===== src/rtl/icache_param_if.sv =====
// Bundles the datapath instruction port and the memory-controller instruction channel.
// master: drives requests and memory responses (datapath + memory side).
// slave:  the cache; drives hit/load toward the datapath and read requests toward memory.
interface icache_param_if;
  logic        imemREN;   // datapath read request
  logic [31:0] imemaddr;  // datapath byte address
  logic        ihit;      // imemload valid this cycle
  logic [31:0] imemload;  // instruction word
  logic        iREN;      // memory read request
  logic [31:0] iaddr;     // memory word address
  logic [31:0] iload;     // memory read data
  logic        iwait;     // memory busy

  modport master (
    output imemREN, imemaddr, iload, iwait,
    input  ihit, imemload, iREN, iaddr
  );

  modport slave (
    input  imemREN, imemaddr, iload, iwait,
    output ihit, imemload, iREN, iaddr
  );
endinterface


===== src/rtl/icache_param.sv =====
// Direct-mapped read-only instruction cache with same-cycle hits and a counter-driven block fill.
// Ports: CLK/RST (sync, active-high), bus (icache_param_if.slave), flush, hit_count/miss_count.
// Backpressure: memory stalls the fill via iwait; the datapath sees ihit=0 until the line is valid.
module icache_param #(
  parameter int NSETS    = 16,
  parameter int BLKWORDS = 2,
  parameter int CNT_W    = 32
) (
  input  logic             CLK,
  input  logic             RST,
  icache_param_if.slave    bus,
  input  logic             flush,
  output logic [CNT_W-1:0] hit_count,
  output logic [CNT_W-1:0] miss_count
);

  localparam int WOFF = $clog2(BLKWORDS);
  localparam int IDX  = $clog2(NSETS);
  localparam int TAGW = 30 - WOFF - IDX;
  // Word counter needs at least one bit even for single-word lines.
  localparam int CW   = (WOFF == 0) ? 1 : WOFF;
  // Clears byte and word offset bits to form the block base address.
  localparam logic [31:0] BLK_MASK = ~((32'(BLKWORDS) << 2) - 32'd1);

  localparam logic [0:0] IDLE  = 1'b0;
  localparam logic [0:0] FETCH = 1'b1;

  logic [0:0]      state;
  logic [CW-1:0]   cnt;
  logic [IDX-1:0]  fill_idx;
  logic [TAGW-1:0] fill_tag;
  logic [31:0]     fill_base;

  logic [NSETS-1:0] valid;
  logic [TAGW-1:0]  tags [NSETS];
  logic [31:0]      data [NSETS][BLKWORDS];

  logic [IDX-1:0]  req_idx;
  logic [TAGW-1:0] req_tag;
  logic [CW-1:0]   req_woff;
  logic            tag_match;
  logic            lookup_hit;
  logic            miss;
  logic            accept;
  logic            last;
  logic            unused_addr_bits;

  assign req_idx = bus.imemaddr[2+WOFF +: IDX];
  assign req_tag = bus.imemaddr[31 -: TAGW];
  assign unused_addr_bits = ^bus.imemaddr[1:0];

  generate
    if (WOFF > 0) begin : g_woff
      assign req_woff = bus.imemaddr[2 +: CW];
    end else begin : g_no_woff
      assign req_woff = '0;
    end
  endgenerate

  assign tag_match  = valid[req_idx] && (tags[req_idx] == req_tag);
  // Only IDLE serves lookups; the line under fill stays invisible until its valid bit is set.
  assign lookup_hit = (state == IDLE) && bus.imemREN && tag_match && !flush && !RST;
  assign miss       = (state == IDLE) && bus.imemREN && !tag_match && !flush;
  assign accept     = (state == FETCH) && !bus.iwait;
  assign last       = (cnt == CW'(BLKWORDS - 1));

  assign bus.ihit     = lookup_hit;
  assign bus.imemload = lookup_hit ? data[req_idx][req_woff] : 32'd0;
  assign bus.iREN     = (state == FETCH);
  assign bus.iaddr    = (state == FETCH) ? (fill_base + (32'(cnt) << 2)) : 32'd0;

  // Control state, tags and valid bits.
  always_ff @(posedge CLK) begin
    if (RST) begin
      state      <= IDLE;
      cnt        <= '0;
      fill_idx   <= '0;
      fill_tag   <= '0;
      fill_base  <= '0;
      valid      <= '0;
      hit_count  <= '0;
      miss_count <= '0;
      for (int i = 0; i < NSETS; i++) tags[i] <= '0;
    end else if (flush) begin
      // An in-flight fill is dropped; its line never got its valid bit.
      state <= IDLE;
      cnt   <= '0;
      valid <= '0;
    end else begin
      if (lookup_hit && (hit_count != '1)) hit_count <= hit_count + 1'b1;
      case (state)
        IDLE: begin
          if (miss) begin
            state     <= FETCH;
            cnt       <= '0;
            fill_idx  <= req_idx;
            fill_tag  <= req_tag;
            fill_base <= bus.imemaddr & BLK_MASK;
            if (miss_count != '1) miss_count <= miss_count + 1'b1;
          end
        end
        default: begin
          if (accept) begin
            if (last) begin
              state           <= IDLE;
              cnt             <= '0;
              tags[fill_idx]  <= fill_tag;
              valid[fill_idx] <= 1'b1;
            end else begin
              cnt <= cnt + 1'b1;
            end
          end
        end
      endcase
    end
  end

  // Data array carries no reset; valid bits gate every read.
  always_ff @(posedge CLK) begin
    if (accept && !flush && !RST) data[fill_idx][cnt] <= bus.iload;
  end

endmodule


===== src/flat_wrapper.sv =====
// flat-port wrapper written by rule: the top's interface ports become plain ports
module icache_param_flat 
#(
  parameter int NSETS    = 16,
  parameter int BLKWORDS = 2,
  parameter int CNT_W    = 32
)
  (CLK, RST, flush, hit_count, miss_count, bus_imemREN, bus_imemaddr, bus_iload, bus_iwait, bus_ihit, bus_imemload, bus_iREN, bus_iaddr);
  icache_param_if bus_i ();
  input  logic CLK;
  input  logic RST;
  input  logic flush;
  output logic [CNT_W-1:0] hit_count;
  output logic [CNT_W-1:0] miss_count;
  input wire logic [$bits(bus_i.imemREN)-1:0] bus_imemREN;
  input wire logic [$bits(bus_i.imemaddr)-1:0] bus_imemaddr;
  input wire logic [$bits(bus_i.iload)-1:0] bus_iload;
  input wire logic [$bits(bus_i.iwait)-1:0] bus_iwait;
  output wire logic [$bits(bus_i.ihit)-1:0] bus_ihit;
  output wire logic [$bits(bus_i.imemload)-1:0] bus_imemload;
  output wire logic [$bits(bus_i.iREN)-1:0] bus_iREN;
  output wire logic [$bits(bus_i.iaddr)-1:0] bus_iaddr;
  assign bus_i.imemREN = bus_imemREN;
  assign bus_i.imemaddr = bus_imemaddr;
  assign bus_i.iload = bus_iload;
  assign bus_i.iwait = bus_iwait;
  assign bus_ihit = bus_i.ihit;
  assign bus_imemload = bus_i.imemload;
  assign bus_iREN = bus_i.iREN;
  assign bus_iaddr = bus_i.iaddr;
  icache_param #(.NSETS(NSETS), .BLKWORDS(BLKWORDS), .CNT_W(CNT_W)) u_core (.CLK(CLK), .RST(RST), .bus(bus_i), .flush(flush), .hit_count(hit_count), .miss_count(miss_count));
endmodule

===== config.mk =====
export PLATFORM = sky130hd
export DESIGN_NAME = icache_param_flat
export DESIGN_NICKNAME = d
export VERILOG_FILES = /design/src/rtl/icache_param_if.sv /design/src/rtl/icache_param.sv /design/src/flat_wrapper.sv
export SDC_FILE = /design/constraint.sdc
export NUM_CORES = 2
export LEC_CHECK = 0
export ABC_AREA = 1
export CAP_MARGIN = 20
export CORE_ASPECT_RATIO = 1.1
export CORE_MARGIN = 3
export CORE_UTILIZATION = 30
export CTS_CLUSTER_SIZE = 25
export DETAILED_ROUTE_END_ITERATION = 8
export PLACE_DENSITY = 0.5
export RECOVER_POWER = 50
export SLEW_MARGIN = 20
export SYNTH_ARGS = -nofsm -noshare
export SYNTH_HDL_FRONTEND = slang
export SYNTH_SLANG_ARGS = --single-unit
export TNS_END_PERCENT = 1

===== constraint.sdc =====
create_clock -name CLK -period 8.8 [get_ports CLK]
set_input_delay 1.76 -clock CLK [delete_from_list [all_inputs] [get_ports CLK]]
set_output_delay 1.76 -clock CLK [all_outputs]
set_load 0.05 [all_outputs]

Yosys cells after proc, flatten, opt, wreduce, memory -nomap -nowiden
Memories as Yosys holds them, arrays and structs flattened.
Cells that the tools add are included.
Widths: inputs -> output; s select.
{"block": "op_classes", "order_cmp": 6, "add_sub_neg": 4, "mux": 32, "n_reduce_logical": 25, "bitwise": 5, "n_eq_ne": 4}
{"cell": "$mux 32", "count": 6}
{"cell": "$add 32x1->32 const B", "count": 2}
{"cell": "$mux 64", "count": 1}
{"cell": "$ne 32x32->1 const B", "count": 2}
{"cell": "$add 32x3->32", "count": 1}
{"cell": "$demux 32 s1", "count": 1}
{"cell": "$eq 25x25->1", "count": 1}
{"cell": "$mux 25", "count": 1}
{"cell": "$reduce_or 25->1", "count": 1}
{"cell": "$mux 1", "count": 20}
{"cell": "$or 16x16->16", "count": 1}
{"cell": "$logic_and 1x1->1", "count": 13}
{"cell": "$lt 4x5->1 const B", "count": 2}
{"cell": "$reduce_and 3->1", "count": 2}
{"cell": "$bmux 1 s4", "count": 1}
{"cell": "$demux 1 s4", "count": 1}
{"cell": "$ge 2x2->1 const B", "count": 2}
{"cell": "$ge 4x1->1 const B", "count": 1}
{"cell": "$logic_not 1->1", "count": 4}
{"cell": "$mux 4", "count": 1}
{"cell": "$not 1->2", "count": 2}
{"cell": "$reduce_and 2->1", "count": 2}
{"cell": "$reduce_and 4->1", "count": 1}
{"cell": "$lt 2x1->1 const B", "count": 1}
{"cell": "5 further kinds", "count": 6}
{"block": "totals", "memories": 2, "mem_bits_rw": 1424, "regBits": 140, "wordCells": 86, "out_inout_bits": 130, "inputBits": 69}
{"name": "u_core.data", "depth": 16, "word_bits": 64, "read_ports": 1, "rd_clocked_by_memory_dff": 0, "wr": 1, "line_no": "icache_param.sv:36", "source": "logic [31:0] data [NSETS][BLKWORDS];"}
{"name": "u_core.tags", "depth": 16, "word_bits": 25, "read_ports": 1, "rd_clocked_by_memory_dff": 0, "wr": 16, "line_no": "icache_param.sv:35", "source": "logic [TAGW-1:0] tags [NSETS];"}

Logic depth before layout (Yosys ltp)
{"block": "depth", "depth_word": 9, "ltp_mapped": 24, "mapped_depth_nobuf": 20}

Least setup slack after synthesis
No wires, ideal clock.
{"block": "synth_timing", "path_kind": "input port to output port", "from": "in bus_imemaddr[3]", "to": "out bus_imemload[31]", "required_time_ps": 7040, "n_path_buf": 7, "slack_ps": 2321, "stages": 12, "arrival_time_ps": 4719, "cell_sequence": "buf_4 > inv_2 > buf_6 > buf_2 > buf_6 > clkbuf_1 > buf_2 > clkbuf_1 > nand2_1 > a221oi_1 > o21ai_0 > a211oi_1"}
{"block": "synth_via", "elab_chain_len": 7, "elab_cells_between_ends": 13, "classes_between": "1 x eq/ne; 6 x mux; 4 x reduce/logical; 2 x memory"}
{"item": "from (decl)", "line_no": "flat_wrapper.sv:16", "source": "input wire logic [$bits(bus_i.imemaddr)-1:0] bus_imemaddr;"}
{"item": "$mem_v2 16x25 / $bmux 1 s4 (equally long branches)"}
{"item": "$eq 25x25->1 / $mux 1 (equally long branches)", "line_no": "icache_param.sv:60", "source": "assign tag_match = valid[req_idx] && (tags[req_idx] == req_tag);"}
{"item": "$logic_and 1x1->1", "line_no": "icache_param.sv:60"}
{"item": "$logic_and 1x1->1 (3 in a row)", "line_no": "icache_param.sv:62", "source": "assign lookup_hit = (state == IDLE) && bus.imemREN && tag_match && !flush && !RST;"}
{"item": "$mux 32 (*)", "line_no": "icache_param.sv:68", "source": "assign bus.imemload = lookup_hit ? data[req_idx][req_woff] : 32'd0;"}
{"item": "to (decl)", "line_no": "flat_wrapper.sv:20", "source": "output wire logic [$bits(bus_i.imemload)-1:0] bus_imemload;"}
Every way passes the cells marked *; elsewhere a longest branch is shown, timed or not. The select of a mux whose other input is x is not followed.

==> metrics list <==
* Outcome: finished, violations left
- The final reports fail on max-capacitance violations, max-slew violations.
* Hold buffer count at CTS: 0
* Post-layout minimum cycle time: around 8.0 ns
- In this run, the number of DRC markers left after iteration 0 of detailed routing was between 4k and 5k.
- The detail route stage leaves a number of antenna-violating nets equal to 0.
- Layout Skew: approximately 0.047 ns
* FF+latch count, synth: between 1.5k and 2k
- The pre-antenna-repair detailed-routing pass consisted of 8 iterations.
* Share of cells above drive strength 1: 0.06419
* Initial cell density of the core: 0.3032
- The number of gates resized after CTS was 0.
* Total Nets Final: just over 6k
- In the routed design, unresolved DRC markers number 0.
- Total wire length: about 210 mm
- Counting every instance in the synthesized netlist gives around 6k.
- First-pass GRT wire length: approximately 310 mm
* Fraction of synthesis flops using an asynchronous set or reset pin: 0
- CTS Buffer Depth: 3
* Highest clock rate: 125.1 MHz
* Share of synthesized area occupied by flip-flops and latches: 0.6896
- Width of the die: ~450 um
- Most frequent cells after synthesis: sky130_fd_sc_hd__nand2_1 (1505), sky130_fd_sc_hd__edfxtp_1 (1424), sky130_fd_sc_hd__nor2_1 (682)
- Die span in y: between 400 and 500 um
* Max-cap violations: 24
- Cell taking the most area after synthesis: sky130_fd_sc_hd__edfxtp_1
- At the end of the flow the core is filled with cells to 0.3518.
- Number of buffers created by CTS: ~170
- Type of the setup path with the least slack: input pin to flip-flop
- Std-Cell Core Area: 215100 sq um
- In this run the mean area of a mapped cell was roughly 11 sq um.
- Total Neg Setup Slack: 0 ns
- Initial antenna violation count: 11
- Layout Cells excl Fill: ~9.1k
* Via count: roughly 46k
* Area growth from synthesis to layout: 16.03%
* Ys flop type: sky130_fd_sc_hd__edfxtp_1
- Global-route congestion overflow total: 0
* Number of placed instances with taps included: approximately 8.8k
* Worst relative slew slack: -1.522
- STA classifies the critical path endpoint as a flip-flop.
- Total power per unit cell area: slightly above 200 nW/um^2
* Highest fanout seen on the critical path: 33
* Startpoint type of the worst setup path: input pin
- Hold Fails Final Rpt: 0
* Clock slew at reported path FFs: around 0.060 ns
- Count of flip-flops with a built-in enable after synthesis: 1424
* P_leak: 0.02667 uW
* Ranking of synthesized cells by area: sky130_fd_sc_hd__edfxtp_1 (66%), sky130_fd_sc_hd__nand2_1 (8.7%), sky130_fd_sc_hd__a21oi_1 (4.5%), sky130_fd_sc_hd__nor2_1 (3.9%), sky130_fd_sc_hd__dfxtp_1 (3.4%)
- Highest ir drop seen on vdd: 0.1335 mV
* Largest net degree at the start of global routing: between 150 and 200
* Pins over their slew limit: 650
- At the worst endpoint, the arrival time is between 8 and 9 ns.
- Number of global-route vias before repair: ~44k
* Last weighted congestion value of the routability-driven placer: 0.8458
- sky130_fd_sc_hd__nand2_1 is the most common cell in the netlist.
- Overall power consumption after layout is estimated at ~16000 uW.
- CTS tree: yes
- Row generation in the floorplan step produced between 150 and 200 rows.
- Total half-perimeter wirelength after legalization and detailed placement: between 100 and 150 mm
- Average routed wire per standard cell: about 23 um
* Clock latency on the worst-skew pair: 0.81 ns
- Netlist cell types: 42
* Required time of the worst setup path: around 9 ns
- Total Routing Usage GR: 0.1836
- The tree is rooted in a sky130_fd_sc_hd__clkbuf_16.
* Number of top-level pins: 199
- After synthesis the cells add up to 65230 sq um.
- Setup violations remaining at the end of the flow were counted as 0.
* Num Clock Sinks: ~1.5k
- Proportion of netlist area held by the largest area contributor: 0.6556
- Via density per instance: 5.042
* Buffer count from post-CTS setup fixing: 0
- Setup repair after global routing left no endpoint under its margin.
- Hold is met by between 0.4 and 0.5 ns.
- Count of H-tree levels built during CTS: 4
- IO buf count: a little under 200
- The floorplan step defined a die boundary enclosing approximately 220000 sq um.
- In the finished design, the share of the clock period the worst path needs comes to 0.9085.
- In this run the worst hold path is classified as flip-flop to flip-flop.
- Worst Tran Pin Value: 3.783 ns
- The Yosys step of the flow raised 0 warnings.
routing by layer:
layer  part of all wire  up-vias  GRT usage
li1                   -    21240          -
met1               0.45    23180     0.2550
met2               0.47     1405     0.3006
met3              0.059      287    0.02859
met4              0.023        4    0.04605
met5            0.00014        -          0
final timing paths:
| kind | from | slack [ns] | endpoint | cells after the start |
|---|---|---|---|---|
| worst max register to register | u_core.bus.iREN | 2.14 | u_core.tags[13][4] | 13 |
| worst min register to register | u_core.valid[12] | 0.48 | u_core.valid[12] | 2 |
| worst min-delay path | u_core.valid[12] | 0.48 | u_core.valid[12] | 2 |
| worst max-delay path | flush | 0.81 | u_core.tags[13][4] | 12 |
cell usage in the layout, fill, tap and decap left out, drive strengths merged, types with 2 or more instances in the layout:
master,n
a211o,17
nand4,42
nor2,684
nand3,380
nor3,33
clkinvlp,2
inv,333
nand3b,5
o31ai,15
ha,2
edfxtp,1424
a221oi,66
a31o,15
a221o,15
nand2,1505
o21ai,133
xor2,26
clkbuf,255
a211oi,17
nor4,13
clkinv,108
conb,2
a22oi,128
bufinv,3
xnor2,5
clkdlybuf4s50,58
dfxtp,111
a21oi,593
dlygate4sd3,89
buf,139
or2,4
diode,2
o211ai,22
a32oi,16
state kept, by name, summed over array words and instances, names as in the netlist:
name / cells
u_core.bus.iREN: 1
u_core.valid: 16
u_core.data: 1024
u_core.fill_tag: 24
u_core.tags: 400
u_core.fill_base: 2
u_core.hit_count: 32
u_core.cnt: 1
u_core.miss_count: 32
u_core.fill_idx: 3
metrics by stage:
step | area, sq um | worst slack [ns]
final | 75690 | 0.8053
after global routing | 75680 | 0.5850
after CTS | 75910 | 1.202
after detailed placement | 70840 | 1.235
after global placement | 70740 | 1.165
after floorplan | 65230 | 2.321
cell type report:
| class | instances | area [sq um] |
|---|---|---|
| Clock inverter | 75 | 553.0 |
| Multi-Input combinational cell | 3741 | 17410 |
| Antenna cell | 2 | 5.005 |
| Tap cell | 2880 | 3603 |
| Timing Repair Buffer | 318 | 3203 |
| Fill cell | 21560 | 139500 |
| Sequential cell | 1535 | 44980 |
| Clock buffer | 223 | 4516 |
| Inverter | 371 | 1416 |
worst max-delay path, stage by stage:
cell,delay [ns]
sky130_fd_sc_hd__dlygate4sd3_1,0.64
sky130_fd_sc_hd__nor2_1,0.22
sky130_fd_sc_hd__inv_1,0.35
sky130_fd_sc_hd__nor3_1,0.27
sky130_fd_sc_hd__inv_1,0.06
sky130_fd_sc_hd__clkbuf_1,0.77
sky130_fd_sc_hd__nor2_4,0.29
sky130_fd_sc_hd__clkbuf_1,2.49
sky130_fd_sc_hd__clkinv_1,0.39
sky130_fd_sc_hd__buf_4,0.44
sky130_fd_sc_hd__nand2_1,0.18
sky130_fd_sc_hd__buf_4,0.44
where the power goes:
part           total [uW]  switching, uW  leakage, uW  internal [uW]
registers            8060           23.6       0.0142           8040
clock network        6640           2940      0.00245           3700
logic                 988            741      0.00998            247
total               15700           3710       0.0267          12000
cell families (layout without fill, tap and decap cells):
kind of cell             count (synthesis)  count (layout)  share of synthesized area
AND/OR/NAND/NOR                       2669            2669                     0.1645
flip-flops                            1535            1535                     0.6896
AO/OA/AOI/OAI                         1037            1037                    0.09426
buffers and inverters                  779             987                    0.04700
XOR/XNOR                                31              31                   0.004162
adder cells (fa/ha/maj)                  2               2                  0.0003836
other                                    1               4                 0.00005749
Power figures use the tool's default switching activity.
